===== src/rtl/syncfifo_shared_n.sv =====
// Shared-storage multi-queue FIFO: DEPTH payload slots are shared by NDEST
// destination queues, and each queue keeps its own FIFO of slot pointers.
module syncfifo_shared_n #(
    parameter int unsigned WID   = 32,
    parameter int unsigned DEPTH = 16,
    parameter int unsigned NDEST = 4,
    parameter int unsigned QUOTA = DEPTH,
    localparam int unsigned AWID = $clog2(DEPTH),
    localparam int unsigned DWID = $clog2(NDEST)
) (
    input  logic                        clk,
    input  logic                        rst_n,
    input  logic                        softreset,
    input  logic                        vldin,
    input  logic [WID-1:0]              din,
    input  logic [DWID-1:0]             destination,
    output logic                        accept,
    input  logic [NDEST-1:0]            readout,
    output logic [NDEST*WID-1:0]        dout,
    output logic [NDEST-1:0]            empty,
    output logic                        full,
    output logic [AWID:0]               count,
    output logic [NDEST*(AWID+1)-1:0]   dest_count,
    output logic                        overflow,
    input  logic                        clr_overflow
);

    localparam int unsigned CW = AWID + 1;

    logic [WID-1:0]   r_mem [DEPTH];
    logic [DEPTH-1:0] r_occ;
    logic [AWID-1:0]  r_ptr [NDEST][DEPTH];
    logic [CW-1:0]    r_rd [NDEST];
    logic [CW-1:0]    r_wr [NDEST];
    logic [CW-1:0]    r_dcnt [NDEST];
    logic [CW-1:0]    r_count;
    logic             r_overflow;

    logic [NDEST-1:0] w_empty;
    logic [NDEST-1:0] w_pop;
    logic [NDEST-1:0] w_push;
    logic [AWID-1:0]  w_head [NDEST];
    logic [CW-1:0]    w_dcnt_sel;
    logic             w_dest_ok;
    logic             w_quota_ok;
    logic             w_full;
    logic             w_accept;
    logic [AWID-1:0]  w_free;
    logic [DEPTH-1:0] w_occ_nxt;
    logic [CW-1:0]    w_count_nxt;

    // Per-queue head pointer, empty flag and qualified pop
    always_comb begin
        for (int i = 0; i < NDEST; i++) begin
            w_empty[i] = (r_rd[i] == r_wr[i]);
            w_head[i]  = r_ptr[i][r_rd[i][AWID-1:0]];
            w_pop[i]   = readout[i] && !w_empty[i] && !softreset;
        end
    end

    always_comb begin
        w_dcnt_sel = '0;
        for (int i = 0; i < NDEST; i++) begin
            if (destination == DWID'(i)) w_dcnt_sel = r_dcnt[i];
        end
    end

    assign w_dest_ok  = (32'(destination) < NDEST);
    assign w_quota_ok = (32'(w_dcnt_sel) < QUOTA);
    assign w_full     = (r_count == CW'(DEPTH));
    assign w_accept   = vldin && !w_full && w_dest_ok && w_quota_ok && !softreset;

    // Lowest-index free slot from pre-edge occupancy; slots freed this cycle are not eligible
    always_comb begin
        w_free = '0;
        for (int s = DEPTH - 1; s >= 0; s--) begin
            if (!r_occ[s]) w_free = AWID'(s);
        end
    end

    always_comb begin
        for (int i = 0; i < NDEST; i++) begin
            w_push[i] = w_accept && (destination == DWID'(i));
        end
    end

    always_comb begin
        w_occ_nxt = r_occ;
        for (int i = 0; i < NDEST; i++) begin
            if (w_pop[i]) w_occ_nxt[w_head[i]] = 1'b0;
        end
        if (w_accept) w_occ_nxt[w_free] = 1'b1;
        w_count_nxt = '0;
        for (int s = 0; s < DEPTH; s++) begin
            w_count_nxt = w_count_nxt + CW'(w_occ_nxt[s]);
        end
    end

    always_ff @(posedge clk or negedge rst_n) begin
        if (!rst_n) begin
            r_occ      <= '0;
            r_count    <= '0;
            r_overflow <= 1'b0;
            for (int i = 0; i < NDEST; i++) begin
                r_rd[i]   <= '0;
                r_wr[i]   <= '0;
                r_dcnt[i] <= '0;
                for (int s = 0; s < DEPTH; s++) r_ptr[i][s] <= '0;
            end
        end else if (softreset) begin
            r_occ      <= '0;
            r_count    <= '0;
            r_overflow <= 1'b0;
            for (int i = 0; i < NDEST; i++) begin
                r_rd[i]   <= '0;
                r_wr[i]   <= '0;
                r_dcnt[i] <= '0;
                for (int s = 0; s < DEPTH; s++) r_ptr[i][s] <= '0;
            end
        end else begin
            r_occ   <= w_occ_nxt;
            r_count <= w_count_nxt;
            if (clr_overflow) begin
                r_overflow <= 1'b0;
            end else if (vldin && !w_accept) begin
                r_overflow <= 1'b1;
            end
            for (int i = 0; i < NDEST; i++) begin
                if (w_push[i]) begin
                    r_ptr[i][r_wr[i][AWID-1:0]] <= w_free;
                    r_wr[i] <= r_wr[i] + CW'(1);
                end
                if (w_pop[i]) r_rd[i] <= r_rd[i] + CW'(1);
                if (w_push[i] && !w_pop[i]) begin
                    r_dcnt[i] <= r_dcnt[i] + CW'(1);
                end else if (!w_push[i] && w_pop[i]) begin
                    r_dcnt[i] <= r_dcnt[i] - CW'(1);
                end
            end
        end
    end

    // Payload storage carries no reset; dout masks it while a queue is empty
    always_ff @(posedge clk) begin
        if (w_accept) r_mem[w_free] <= din;
    end

    always_comb begin
        dout       = '0;
        dest_count = '0;
        for (int i = 0; i < NDEST; i++) begin
            if (!w_empty[i]) dout[i*WID +: WID] = r_mem[w_head[i]];
            dest_count[i*CW +: CW] = r_dcnt[i];
        end
    end

    assign accept   = w_accept;
    assign empty    = w_empty;
    assign full     = w_full;
    assign count    = r_count;
    assign overflow = r_overflow;

endmodule


===== config.mk =====
export PLATFORM = sky130hd
export DESIGN_NAME = syncfifo_shared_n
export DESIGN_NICKNAME = d
export VERILOG_FILES = /design/src/rtl/syncfifo_shared_n.sv
export SDC_FILE = /design/constraint.sdc
export NUM_CORES = 2
export LEC_CHECK = 0
export CAP_MARGIN = 5
export CORE_MARGIN = 1
export CORE_UTILIZATION = 41
export CTS_CLUSTER_DIAMETER = 30
export DETAILED_ROUTE_END_ITERATION = 10
export HOLD_SLACK_MARGIN = 0.03
export PLACE_DENSITY = 0.59
export SYNTH_ARGS = -nofsm -noshare
export SYNTH_HDL_FRONTEND = slang
export SYNTH_SLANG_ARGS = --single-unit

===== constraint.sdc =====
create_clock -name clk -period 8.92 [get_ports clk]
set_input_delay 2.23 -clock clk [delete_from_list [all_inputs] [get_ports clk]]
set_output_delay 2.23 -clock clk [all_outputs]
set_load 0.02 [all_outputs]

---- After elaboration in Yosys (flattened, before gate mapping) ----
Memory sizes are Yosys's and may differ from the RTL's.
Index checks and enable logic that the tools add are counted.
storage, ports and cells
  input bits .............................. 43
  output and inout port bits .............. 160
  memory bits (writable) .................. 512
  memories kept ........................... 1
  register bits after elaboration ......... 338
  logic and storage cells ................. 315
operators by class
  eq/ne operators ......................... 8
  $add $sub $neg .......................... 31
  reduce and logical (&&, ||, !) cells .... 62
  bitwise gates (word level) .............. 17
  mux-type cells .......................... 94
  $lt $le $gt $ge ......................... 23
memory list
  memory  words  width  rd ports  clocked after Yosys merged registers in  write ports  line  text
  r_mem   16     32     4         0                                        1            30    logic [WID-1:0] r_mem [DEPTH];
operators with widths
  cell                 number
  $bwmux 64            4
  $mux 256             1
  $mux 64              4
  $mux 32              4
  $mux 4               28
  $mux 5               21
  $mux 16              6
  $and 16x16->16       4
  $bmux 4 s4           4
  $demux 4 s4          4
  $not 16->16          4
  $add 5x1->5 const B  12
  $mux 20              3
  $add 5x1->5          11
  $ge 5x5->1 const B   8
  $not 4->5            8
  $logic_and 1x1->1    33
  $lt 4x5->1 const B   5
  $demux 1 s4          5
  $eq 5x5->1           4
  $ge 4x1->1 const B   5
  $lt 5x1->1 const B   4
  $sub 5x1->5 const B  4
  $or 16x16->16        1
  other kinds (13)     48

---- Logic depth before layout (Yosys ltp) ----
  word-level depth ........................ 38
  mapped depth ............................ 24
  gate-level depth less buffers ........... 20

---- Worst setup path before layout ----
OpenSTA, ideal clock, no wires.
  path type ............................... input -> register
  start ................................... input port destination[0]
  end ..................................... register r_count[4] (netlist: count[4])
  required time ........................... 8832 ps
  arrival ................................. 9007 ps
  path buffers ............................ 0
  setup slack ............................. -175 ps
  cell stages on the path ................. 19
  path through ............................ mux4_2 -> nand2b_1 -> inv_1 -> nand3_1 -> nor3_1 -> inv_1 -> o21ai_0 -> fa_1 -> fa_1 -> inv_1 -> fa_1 -> fa_1 -> inv_1 -> ha_1 -> inv_1 -> fa_1 -> inv_1 -> a21oi_1 -> nor3b_1
between the ends
  longest elaborated chain between the ends .. 25
  elaborated cells between the ends (all ways) .. 28
  those cells by class .................... add/sub (15); order compare (1); eq/ne (3); mux (6); reduce/logical (3)
ends and longest elaborated chain
  item                                 line  text
  from (decl)                          16    input logic [DWID-1:0] destination,
  $logic_not 2->1                      64    if (destination == DWID'(i)) w_dcnt_sel = r_dcnt[i];
  $mux 5 (3 in series)                 64
  $mux 5 (*)                           64
  $lt 5x5->1 (*)                       69    assign w_quota_ok = (32'(w_dcnt_sel) < QUOTA);
  $logic_and 1x1->1 (*) (2 in series)  71    assign w_accept = vldin && !w_full && w_dest_ok && w_quota_ok && !softreset;
  named net accept                     17    output logic accept,
  $mux 16 (*)                          92    if (w_accept) w_occ_nxt[w_free] = 1'b1;
  $add 1x1->2                          95    w_count_nxt = w_count_nxt + CW'(w_occ_nxt[s]);
  $add 2x1->3                          95
  $add 3x1->4                          95
  $add 4x1->5                          95
  $add 5x1->5 (10 in series)           95
  $add 5x1->5 (*)                      95
  $mux 5 (*)                           110   end else if (softreset) begin
  to (signal assigned)                 122   r_count <= w_count_nxt;
  to (decl)                            36    logic [CW-1:0] r_count;
Mark *: on every way through the listed nets, which the timed path passes. The rest lies on a longest branch.
A chain may end at the register's enable or synchronous reset.

---- Worst setup path in the final report ----
  start ................................... register r_rd[2] in the netlist's numbering
  end ..................................... output port dout[102]
between the ends
  longest elaborated chain between the ends .. 6
  elaborated cells between the ends (all ways) .. 7
  those cells by class .................... eq/ne (1); mux (4); bitwise (1); memory (1)
ends and longest elaborated chain
  item                                        line  text
  from (decl)                                 33    logic [CW-1:0] r_rd [NDEST];
  from (signal, indexed assignment)           133   if (w_pop[i]) r_rd[i] <= r_rd[i] + CW'(1);
  $not 4->5 (implied by the code)             56    w_head[i] = r_ptr[i][r_rd[i][AWID-1:0]];
  $bmux 4 s4                                  56
  $mux 4 (implied by the code) (2 in series)  56
  $mem_v2 16x32                               --
  $mux 32 (*)                                 152   if (!w_empty[i]) dout[i*WID +: WID] = r_mem[w_head[i]];
  to (decl)                                   19    output logic [NDEST*WID-1:0] dout,
Mark *: on every way between the ends. The rest lies on a longest branch, timed or not. The select of a mux whose other input is x is not followed.

==> metrics.txt <==
outcome=finished, violations left; failing checks=DRC; Post-synth EDFFs=512; Post-Route Skew=0.0563 ns; detailed router's first-iteration violation count=6,943; Setup CP Type=reg -> out; WP data arrival=5.94 ns; layout cells sized above 1=12.8%; slew margin rel.=12.1%; Reg area=23,800 um2; Req. time, crit path=6.69 ns; post-DP HPWL=108,000 um; Initial Util=41.3%; reg2reg setup slack=1.60 ns; Yosys warning count=0; CTS tree=built; Cell variety after synth=85; multi-input logic area=23,900 um2; num ports=203; clock-pin slew of the registers on the worst-case setup and hold paths=0.04 ns; die width=349 um; gr usage total=30.4%; root buf cell=clkbuf_16; vias in the first global route=43,700; final-layout fill cell count=10,800; synthesized area per cell=9.74 um2; maximum clock rate=122 MHz; setup TNS=0 ns; post-route clock period utilization=91.6%; Crit. End Element=primary output; worst setup path endpoint=dout[102]; top cells by area, synth=edfxtp_1 31%, dfrtp_1 17%, o22ai_1 7.0%; HP Class=reg -> reg; H-tree levels=4; CP startpoint=r_rd[2]$_DFFE_PN0P_; first-pass GRT wire length=280,000 um; startpoint types=register; TritonCTS Buffers=211; Sink Count=850; Yosys reg bits=850; post-route ant nets=0; GPL Wtd Cong=0.902; power density cells=243 nW/um2; worst flop-to-flop path startpoint=r_rd[2]$_DFFE_PN0P_; hold buffers post-CTS=0; die area=122,000 um2; crit path time final=8.17 ns; Post-route DRC=4; Final Slew Violations=0; Final Setup Violations=0; fin util=50.4%; Resize count post-CTS=0; Critical R2R Capture=count[4]$_DFF_PN0_; core area=120,000 um2; CTS max path bufs=3; Area Growth Syn to Fin=22.0%; max_cap viols=0; DRT Wirelength=190,000 um; WL/cell=27.1 um; initial antenna violation count=10; drt first pass iters=11; vias per cell=6.52; fin cells=6,986; Worst VDD drop=185 uV; die height=349 um; dpl ws=0.870 ns; Post-CTS Setup Inserts=0; routed vias=45,600; Yosys top cell by area=edfxtp_1; Mapped Nets=5,172; Inst Count DP=6,586; Syn Inst Count=5,078; row count=127; largest net degree at the start of global routing=194; PortBufs=202; RSZ-0062 raised after global routing=no; Layout Nets=5,281; PnR worst setup slack=0.752 ns; CP max FO=24; mapped cell area=49,500 um2; share of the synthesized area in the top cell type=31.1%; Worst-Skew Late Latency=0.82 ns; Leak=21.8 nW; Worst Reg-to-Reg Cells=20; dominant synthesized flop cell=edfxtp_1; register area share after synthesis=48.2%; transition time of the tightest slew-check pin=1.32 ns; Fin. Hold Viols=0; FFs w/ async S/R, synth=39.8%; Remaining Overflow, GRT=0
-- how the worst min path moves through the flow --
| stage | start | end | slack [ns] | depth (start not counted) |
|---|---|---|---|---|
| 6_report | r_ptr[170]$_DFFE_PN0P_ | r_ptr[170]$_DFFE_PN0P_ | 0.50 | 2 |
| 5_1_grt | r_ptr[214]$_DFFE_PN0P_ | r_ptr[214]$_DFFE_PN0P_ | 0.51 | 2 |
| 4_1_cts | r_ptr[214]$_DFFE_PN0P_ | r_ptr[214]$_DFFE_PN0P_ | 0.50 | 2 |
| 3_5_place_dp | r_ptr[214]$_DFFE_PN0P_ | r_ptr[214]$_DFFE_PN0P_ | 0.49 | 2 |
| 3_3_place_gp | r_ptr[254]$_DFFE_PN0P_ | r_ptr[254]$_DFFE_PN0P_ | 0.49 | 2 |
| 2_1_floorplan | r_ptr[211]$_DFFE_PN0P_ | r_ptr[211]$_DFFE_PN0P_ | 0.47 | 2 |
-- area by class of cell --
| class | instances | area share (%) |
|---|---|---|
| multi-input combinational | 3732 | 39.5 |
| sequential | 850 | 39.5 |
| clock buffer | 269 | 9.49 |
| timing repair buffer | 323 | 5.22 |
| tap | 1612 | 3.34 |
| clock inverter | 127 | 2.50 |
| inverter | 69 | 0.429 |
| antenna | 4 | 0.0166 |
-- cells by family (layout without fill, tap and decap cells) --
family | Yosys count | count (layout) | synth area share (%)
compound gates | 1367 | 1367 | 16.7
buf+inv | 496 | 788 | 4.44
mux | 233 | 233 | 8.53
simple gates | 2025 | 2025 | 19.7
fa+ha+maj | 51 | 51 | 1.50
other cells | 0 | 4 | 0
flops | 850 | 850 | 48.2
xor+xnor | 56 | 56 | 0.991
-- sequential cells by signal (all words and copies together), names as in the netlist --
register,count
r_mem,512
r_ptr,256
dest_count,20
r_rd,20
r_wr,20
r_occ,16
count,5
overflow,1
-- power by group --
group | switching [mW] | internal [mW] | total, mW | leakage [nW]
registers | 0.0783 | 4.26 | 4.34 | 9.32
logic | 1.75 | 0.916 | 2.67 | 8.99
clock network | 2.48 | 5.18 | 7.66 | 3.51
total | 4.31 | 10.4 | 14.7 | 21.8
-- critical path, stage by stage, from the launching register on --
cell and delay [ns]:
dfrtp_1 0.76, buf_4 0.38, mux2_2 0.39, mux4_2 0.51
a22oi_2 0.89, buf_12 0.29, buf_4 0.37, o22ai_1 0.15
nor2_1 0.19, o22ai_1 0.11, nor3_1 0.38, clkdlybuf4s50_1 0.69
-- synth_stat cells, drive strengths merged, types with 12 or more instances --
master,n
nand2,797
o22ai,551
edfxtp,512
o21ai,446
nand3,392
dfrtp,338
nor2,314
nand3b,273
clkbuf,248
buf,179
mux4,146
a21oi,126
inv,67
mux2i,67
nor3,58
a31oi,45
nand2b,44
o31ai,38
ha,37
o2111ai,36
nor2b,35
nor4,35
xnor2,34
nand4,30
xor2,22
a22oi,21
mux2,20
fa,14
a21o,13
and2,12
nor3b,12
-- metrics by stage --
step / area, um2 / hold slack, ns / power, mW
4_1_cts: 60400 / 0.504 / 14.7
5_1_grt: 60400 / 0.514 / 15.1
3_5_place_dp: 53100 / 0.491 / 6.97
3_3_place_gp: 53100 / 0.486 / 6.96
6_report: 60400 / 0.504 / 14.7
2_1_floorplan: 49500 / 0.469 / 5.89
-- placed cells by master (no fill, tap or decap), types with 20 or more instances in the layout --
cell type	n
nand2_1	796
o22ai_1	550
edfxtp_1	512
o21ai_0	410
nand3_1	390
dfrtp_1	338
nor2_1	301
nand3b_1	273
clkbuf_16	213
clkdlybuf4s50_1	200
mux4_2	137
a21oi_1	123
buf_4	104
inv_1	65
mux2i_1	62
nor3_1	52
nand2b_1	44
clkinv_2	43
a31oi_1	41
o31ai_1	38
ha_1	37
clkbuf_1	37
o2111ai_1	36
nor4_1	35
xnor2_1	34
nor2b_1	34
o21ai_1	33
nand4_1	30
clkinv_1	24
bufinv_16	23
xor2_1	22
clkbuf_8	20
-- routing by layer --
metal / up-vias / global-route usage, % / routed length [um]
met5: - / 0.314 / 138
met4: 16 / 15.1 / 8910
met3: 690 / 8.67 / 24400
met2: 3378 / 45.5 / 83300
met1: 22000 / 40.2 / 72800
li1: 19500 / - / -
No activity file was read; power rests on OpenSTA's default activity.
